## src/rtl/hazard_unit_pkg.sv

```systemverilog
// Shared pipeline definitions: scoreboard entry layout, operand-select encoding
// and memory access-type bit positions.
package hazard_unit_pkg;
  // Scoreboard dst field is sized for the widest supported register address.
  localparam int SB_REGW_MAX = 8;

  typedef struct packed {
    logic                   valid;
    logic [SB_REGW_MAX-1:0] dst;
    logic                   is_load;
  } sb_entry_t;

  localparam int FWD_RF      = 0;  // operand from register file
  localparam int FWD_SB_BASE = 1;  // sel = d + FWD_SB_BASE picks scoreboard entry d

  localparam int MEM_RD_BIT = 1;
  localparam int MEM_WR_BIT = 0;
endpackage

```

## src/rtl/hazard_match.sv

```systemverilog
// Per-operand priority match of one source register against all scoreboard
// entries; the youngest (lowest-index) matching entry wins.
module hazard_match
  import hazard_unit_pkg::*;
#(
  parameter int DEPTH = 3,
  parameter int REGW  = 5,
  parameter int SELW  = $clog2(DEPTH + 1)
) (
  input  sb_entry_t [DEPTH-1:0] sb,
  input  logic [REGW-1:0]       src,
  input  logic                  used,
  output logic                  hit,
  output logic                  is_load_hit,
  output logic [SELW-1:0]       sel
);

  logic [DEPTH-1:0] m;

  always_comb begin
    m = '0;
    for (int d = 0; d < DEPTH; d++)
      m[d] = sb[d].valid && used && (src != '0) && (sb[d].dst == SB_REGW_MAX'(src));
  end

  // Scan oldest to youngest so the last assignment is the youngest match.
  always_comb begin
    hit         = 1'b0;
    is_load_hit = 1'b0;
    sel         = SELW'(FWD_RF);
    for (int d = DEPTH - 1; d >= 0; d--) begin
      if (m[d]) begin
        hit         = 1'b1;
        is_load_hit = sb[d].is_load;
        sel         = SELW'(d + FWD_SB_BASE);
      end
    end
  end

endmodule

```

## src/rtl/hazard_unit.sv

```systemverilog
// Pipeline hazard unit: memory stalls, branch flush, data-hazard stall and
// operand forwarding selection from a shifting destination scoreboard.
module hazard_unit
  import hazard_unit_pkg::*;
#(
  parameter int NSRC   = 2,
  parameter int REGW   = 5,  // must not exceed SB_REGW_MAX
  parameter int DEPTH  = 3,
  parameter int FWD_EN = 1,
  parameter int CNTW   = 16
) (
  input  logic                                clk,
  input  logic                                rst,
  input  logic                                id_valid,
  input  logic [NSRC*REGW-1:0]                id_src,
  input  logic [NSRC-1:0]                     id_src_used,
  input  logic [REGW-1:0]                     id_dst,
  input  logic                                id_regwrite,
  input  logic                                id_is_load,
  input  logic                                branch_taken,
  input  logic                                iready_n,
  input  logic                                dready_n,
  input  logic                                dbusy,
  input  logic [1:0]                          mem_rw,
  output logic                                stall_if,
  output logic                                stall_id,
  output logic                                stall_ex,
  output logic                                stall_mem,
  output logic                                stall_wb,
  output logic                                nop_if,
  output logic                                nop_id,
  output logic                                nop_ex,
  output logic                                nop_mem,
  output logic                                nop_wb,
  output logic [NSRC*$clog2(DEPTH+1)-1:0]     fwd_sel,
  output logic [CNTW-1:0]                     stall_cnt
);

  localparam int SELW = $clog2(DEPTH + 1);

  sb_entry_t [DEPTH-1:0]       sb;
  sb_entry_t                   sb_in;
  logic [NSRC-1:0]             hit, ld_hit, load_use;
  logic [NSRC-1:0][SELW-1:0]   sel;
  logic                        mem_stall, data_haz, haz_stall, bubble;

  for (genvar k = 0; k < NSRC; k++) begin : g_match
    hazard_match #(.DEPTH(DEPTH), .REGW(REGW), .SELW(SELW)) u_match (
      .sb          (sb),
      .src         (id_src[k*REGW +: REGW]),
      .used        (id_src_used[k]),
      .hit         (hit[k]),
      .is_load_hit (ld_hit[k]),
      .sel         (sel[k])
    );
    // Load-use only when the youngest match is the load sitting in EX.
    assign load_use[k] = ld_hit[k] && (sel[k] == SELW'(FWD_SB_BASE));
  end

  assign mem_stall = iready_n | (dready_n & mem_rw[MEM_RD_BIT]) | (dbusy & mem_rw[MEM_WR_BIT]);
  assign data_haz  = id_valid && ((FWD_EN != 0) ? |load_use : |hit);
  assign haz_stall = !mem_stall && !branch_taken && data_haz;
  assign bubble    = branch_taken || haz_stall;
  assign fwd_sel   = (FWD_EN != 0) ? sel : '0;

  always_comb begin
    sb_in = '{valid:   id_valid && id_regwrite && (id_dst != '0),
              dst:     SB_REGW_MAX'(id_dst),
              is_load: id_is_load};
    if (bubble) sb_in = '0;
  end

  always_comb begin
    {stall_if, stall_id, stall_ex, stall_mem, stall_wb} = '0;
    {nop_if, nop_id, nop_ex, nop_mem, nop_wb}           = '0;
    if (mem_stall) begin
      {stall_if, stall_id, stall_ex, stall_mem, stall_wb} = '1;
      nop_if = 1'b1;
    end else if (branch_taken) begin
      {nop_if, nop_id, nop_ex} = '1;
    end else if (data_haz) begin
      stall_id = 1'b1;
      nop_if   = 1'b1;
      nop_ex   = 1'b1;
    end
  end

  // A memory stall freezes the whole scoreboard, so pending hazards keep their age.
  always_ff @(posedge clk or negedge rst) begin
    if (!rst) begin
      sb        <= '0;
      stall_cnt <= '0;
    end else if (!mem_stall) begin
      for (int d = DEPTH - 1; d > 0; d--) sb[d] <= sb[d-1];
      sb[0] <= sb_in;
      if (haz_stall && stall_cnt != '1) stall_cnt <= stall_cnt + CNTW'(1);
    end
  end

endmodule

```

## config.mk

```make
export PLATFORM = sky130hd
export DESIGN_NAME = hazard_unit
export DESIGN_NICKNAME = d
export VERILOG_FILES = /design/src/rtl/hazard_unit_pkg.sv /design/src/rtl/hazard_match.sv /design/src/rtl/hazard_unit.sv
export SDC_FILE = /design/constraint.sdc
export NUM_CORES = 1
export LEC_CHECK = 0
export CORE_MARGIN = 2
export CORE_UTILIZATION = 45
export CTS_BUF_LIST = sky130_fd_sc_hd__clkbuf_8 sky130_fd_sc_hd__clkbuf_16
export CTS_CLUSTER_DIAMETER = 200
export DETAILED_ROUTE_END_ITERATION = 16
export PLACE_DENSITY = 0.76
export SLEW_MARGIN = 20
export SYNTH_ARGS = -nofsm -noshare
export SYNTH_HDL_FRONTEND = slang
export SYNTH_SLANG_ARGS = --single-unit
```

## constraint.sdc

```tcl
create_clock -name clk -period 5.1 [get_ports clk]
set_input_delay 1.275 -clock clk [delete_from_list [all_inputs] [get_ports clk]]
set_output_delay 1.275 -clock clk [all_outputs]
set_load 0.05 [all_outputs]
```

Word level (Yosys, flattened, before mapping)

Cells that the tools add are included.

Bits in registers: 46
Input port bits: 28
Output and inout port bits: 30
Word-level logic and storage cells: 81

Add/subtract/negate cells: 1
Equality and inequality tests: 9
Multiplexer cells: 22
Bitwise gates (word level): 5
Reductions and logical operators: 34

Operator list:

| cell                    | number |
|---|---|
| $eq A8 B5 Y1            | 6 |
| $logic_and A1 B1 Y1     | 26 |
| $add A16 B1 Y16 const B | 1 |
| $ne A16 B16 Y1 const B  | 1 |
| $mux W1                 | 15 |
| $reduce_bool A5 Y1      | 3 |
| $mux W2                 | 6 |
| $mux W10                | 1 |
| $eq A2 B1 Y1 const B    | 2 |
| $and A1 B1 Y1           | 2 |
| $logic_not A1 Y1        | 2 |
| $or A1 B1 Y1            | 2 |
| $reduce_and A2 Y1       | 1 |
| $reduce_or A2 Y1        | 1 |
| $logic_or A1 B1 Y1      | 1 |
| $not A1 Y1              | 1 |

Logic depth before layout (Yosys ltp)

Depth after elaboration: 13
Depth in mapped cells: 7
Depth with buffers taken out: 6

Hierarchy

A second synthesis with hierarchy kept.

Cell total of the unflattened synthesis: 240
Area total of the unflattened synthesis: 2303.5 um^2

Modules (own cells, without submodules):

| module       | times used | cells each | area an instance (um^2) | seq. area each (um^2) |
|---|---|---|---|---|
| hazard_unit  | 1          | 168        | 1750.4                  | 925.9 |
| hazard_match | 2          | 36         | 276.5                   | 0.0 |

Worst setup path after synthesis

Ideal clock, no wire load.

Path type: input port to output port
Start: in id_src[0]
End: out fwd_sel[0]
Arrival: 3.304 ns
Required time: 3.825 ns
Slack: 0.521 ns
Stages: 4
Path buffers: 0
Cell sequence: or4_1 -> o21ai_1 -> nor3_1 -> o31ai_1

Cells in the longest elaborated chain, start to end: 6
Elaborated cells on any way between the ends: 13
Classes of those cells: 3 x eq/ne; 3 x mux; 7 x reduce/logical

RTL lines:

| what                             | RTL line           | RTL |
|---|---|---|
| from (decl)                      | hazard_unit.sv:15  | `input logic [NSRC*REGW-1:0] id_src,` |
| $reduce_bool A5 Y1               | hazard_match.sv:23 | `m[d] = sb[d].valid && used && (src != '0) && (sb[d].dst == SB_REGW_MAX'(src));` |
| $logic_and A1 B1 Y1 (2 in a row) | hazard_match.sv:23 |  |
| $mux W2 (2 in a row)             | hazard_match.sv:32 | `if (m[d]) begin` |
| $mux W2 (*)                      | hazard_match.sv:32 |  |
| to (decl)                        | hazard_unit.sv:35  | `output logic [NSRC*$clog2(DEPTH+1)-1:0] fwd_sel,` |

Mark *: on every way between the ends. The rest lies on a longest branch, timed or not.

Worst setup path after layout

Start: in id_src[0]
End: out stall_id

Cells in the longest elaborated chain, start to end: 13
Elaborated cells on any way between the ends: 23
Classes of those cells: 4 x eq/ne; 9 x mux; 10 x reduce/logical

RTL lines:

| what                             | RTL line           | RTL |
|---|---|---|
| $reduce_bool A5 Y1               | hazard_match.sv:23 |  |
| $logic_and A1 B1 Y1 (2 in a row) | hazard_match.sv:23 |  |
| $mux W2 (3 in a row)             | hazard_match.sv:32 |  |
| $eq A2 B1 Y1                     | hazard_unit.sv:57  | `assign load_use[k] = ld_hit[k] && (sel[k] == SELW'(FWD_SB_BASE));` |
| $logic_and A1 B1 Y1 (*)          | hazard_unit.sv:57  |  |
| $reduce_or A2 Y1 (*)             | hazard_unit.sv:61  | `assign data_haz = id_valid && ((FWD_EN != 0) ? \|load_use : \|hit);` |
| $logic_and A1 B1 Y1 (*)          | hazard_unit.sv:61  |  |
| $mux W1 (*)                      | hazard_unit.sv:81  | `end else if (data_haz) begin` |
| $mux W1 (*)                      | hazard_unit.sv:79  | `end else if (branch_taken) begin` |
| $mux W1 (*)                      | hazard_unit.sv:76  | `if (mem_stall) begin` |
| to (decl)                        | hazard_unit.sv:26  | `output logic stall_id,` |

Marked as above.

==> out/results.ini <==
[worst_setup_path]
reg2regPathDepth=7
path_cells=clkdlybuf4s50_1 -> or4_1 -> o21ai_1 -> nand4b_1 -> a21o_1 -> o21ai_0 -> buf_4
r2r_start=sb[4]$_DFFE_PN0N_
cpMaxStageDelayCell=or4_1
critPathRequiredTime_ps=3830
cp-start-kind=input port
slowest_delay_ps=560
cp_max_fo=4
critPathCaptureType=primary output
arrival_ps=3370
crit_type=in2out
critPathLaunch=id_src[0]

[placement]
io_buffers=55
place_area_um2=2630
gp_congestion=0.864
dpl.hpwl_um=3570

[yosys]
synth-seq-cells=35
syn_area_um2=1980
yosysSeqAreaShare=0.442
synth_edf_count=0
yosysWarnings=0
syn_avg_cell_area_um2=9.61
synthCells=206
async_reset_ff_frac=1.00
ys_types=37
ys.flop_type=dfrtp_1

[die]
rows=24
die_area_um2=4950
die_h_um=70.3
core_area_um2=4290
fp.dieW_um=70.3
start_util=0.461
io_pins=58

[worst_hold_path]
hold_path_depth=1
hold_class=reg2reg
min_from=stall_cnt[9]$_DFFE_PN0P_

[timing]
drv_slew=0
rsz0062_at_grt=false
finalSetupTns_ps=0
fin_crit_ps=4650
worst_pin_slew_ps=682
fmax_ghz=0.215
slew-limit-headroom=0.545
final-hold-violation-count=0
period_share=0.911
clock_skew_ps=5.31
final-setup-viol-count=0

[cts]
cts_tree=built
cts_buffer_depth=2
cts-root-buf=clkbuf_8
clk_pin_slew_worst_paths_ps=70
clk_latency_ps=290
cts_buffers=5
cts_resized=0
htreeDepth=2
hold_buffers=0
cts_setup_buffers=0
cts_sinks=35

[drt]
ant_nets=0
via_per_inst=5.28
drc=0
drtIter0Drc=98
first_pass_iters=4
drt-wirelength-per-cell_um=14.8
drt-total-wl_um=4710
vias=1679

[final_layout]
area_growth_pct=38.4
fillCellCount=357
n_antenna_cell=0
layout.nets=294
fin_area_um2=2740
drive_gt1_frac=0.120

[global_route]
grtUsageTotal=0.204
antenna_found_initial=0
grt_pass1_vias=1756
grt_start_max_net_pins=23
grt_pass1_wl_um=7960
overflow=0

[run_status]
status=finished, final reports clean

[power_and_ir_drop]
power_leakage_nw=1.22
peakVddDrop_v=0.000191
powerDensity_nw_per_um2=263

[run]
drv_cap=0

[worst paths after layout]
check / endpoint / slack, ps
max: stall_id / 450
min: stall_cnt[9]$_DFFE_PN0P_ / 500
max reg2reg: stall_cnt[1]$_DFFE_PN0P_ / 2830
min reg2reg: stall_cnt[9]$_DFFE_PN0P_ / 500
max in group asynchronous: sb[15]$_DFFE_PN0N_ / 3570
min in group asynchronous: stall_cnt[9]$_DFFE_PN0P_ / 940
[critical path: cells and delay by family]
family | cells | cell delay [ps]
AOI/OAI and AO/OA | 3 | 550
buffers and inverters | 2 | 740
and+or+nand+nor | 2 | 810
[per-layer routing]
metal	vias to the layer above	GRT usage	wire [µm]
met2	58	0.329	2310
met4	0	0.103	110
met1	789	0.257	2040
li1	821	-	-
met3	11	0.0433	252
met5	-	0	0
[registers in the layout (all words and copies together) (netlist names)]
signal     flops
sb            19
stall_cnt     16
[cell usage after synthesis, drive strengths merged, types with 3 or more instances]
library cell,instances,share of area
xnor2,26,0.12
buf,6,0.021
or4,3,0.013
inv,3,0.0057
clkbuf,3,0.0057
xor2,19,0.084
dfrtp,35,0.44
a22o,7,0.031
nor4,6,0.019
and3,3,0.0095
nand4,7,0.022
o21ai,3,0.0076
nand2,43,0.081
nor2,9,0.018
nand3,9,0.023
nor3,3,0.0076
[layout make-up]
class	instances	area, µm²	area share
timing repair buffer	60	628	0.229
sequential	35	876	0.319
clock buffer	6	82.6	0.0301
multi-input combinational	160	1040	0.381
clock inverter	2	35.0	0.0128
inverter	3	11.3	0.00411
tap	52	65.1	0.0237
[layout by cell type (no fill, tap or decap), types with 2 or more instances in the layout]
cell type	instances
a22o_1	7
and2_1	2
and3_1	3
and4_1	2
buf_12	6
buf_4	11
clkbuf_8	6
clkdlybuf4s50_1	42
conb_1	2
dfrtp_1	35
inv_1	3
nand2_1	43
nand3_1	9
nand4_1	7
nand4b_1	2
nor2_1	8
nor3_1	3
nor4_1	6
o21a_1	2
o21ai_1	2
o31ai_1	2
or4_1	2
xnor2_1	25
xor2_1	19
[through the flow]
step	worst slack (ps)	total power, mW	hold WS [ps]	util	cells
after floorplan	521	0.412	467	-	207
after global placement	516	0.470	480	0.612	310
after detailed placement	471	0.473	493	0.612	310
after CTS	453	0.729	505	0.640	318
after global routing	299	0.758	520	0.638	318
final	452	0.722	502	0.638	318
[cell families (layout without fill, tap and decap cells)]
kind of cell,after synthesis,in the layout,synth area share
buffers and inverters,12,71,0.0328
AND/OR/NAND/NOR,93,93,0.236
adder cells (fa/ha/maj),1,1,0.00632
AO/OA/AOI/OAI,18,18,0.0726
XOR/XNOR,45,45,0.203
flip-flops,35,35,0.442
other,1,2,0.00189
multiplexers,1,1,0.00569
[report_power, final]
group	total [mW]	leakage (nW)	switching (mW)	internal (mW)
Combinational	0.139	0.690	0.0719	0.0673
Clock	0.254	0.0612	0.0963	0.158
Sequential	0.329	0.470	0.0296	0.299
Total	0.722	1.22	0.198	0.524
No activity file was read; power rests on OpenSTA's default activity.
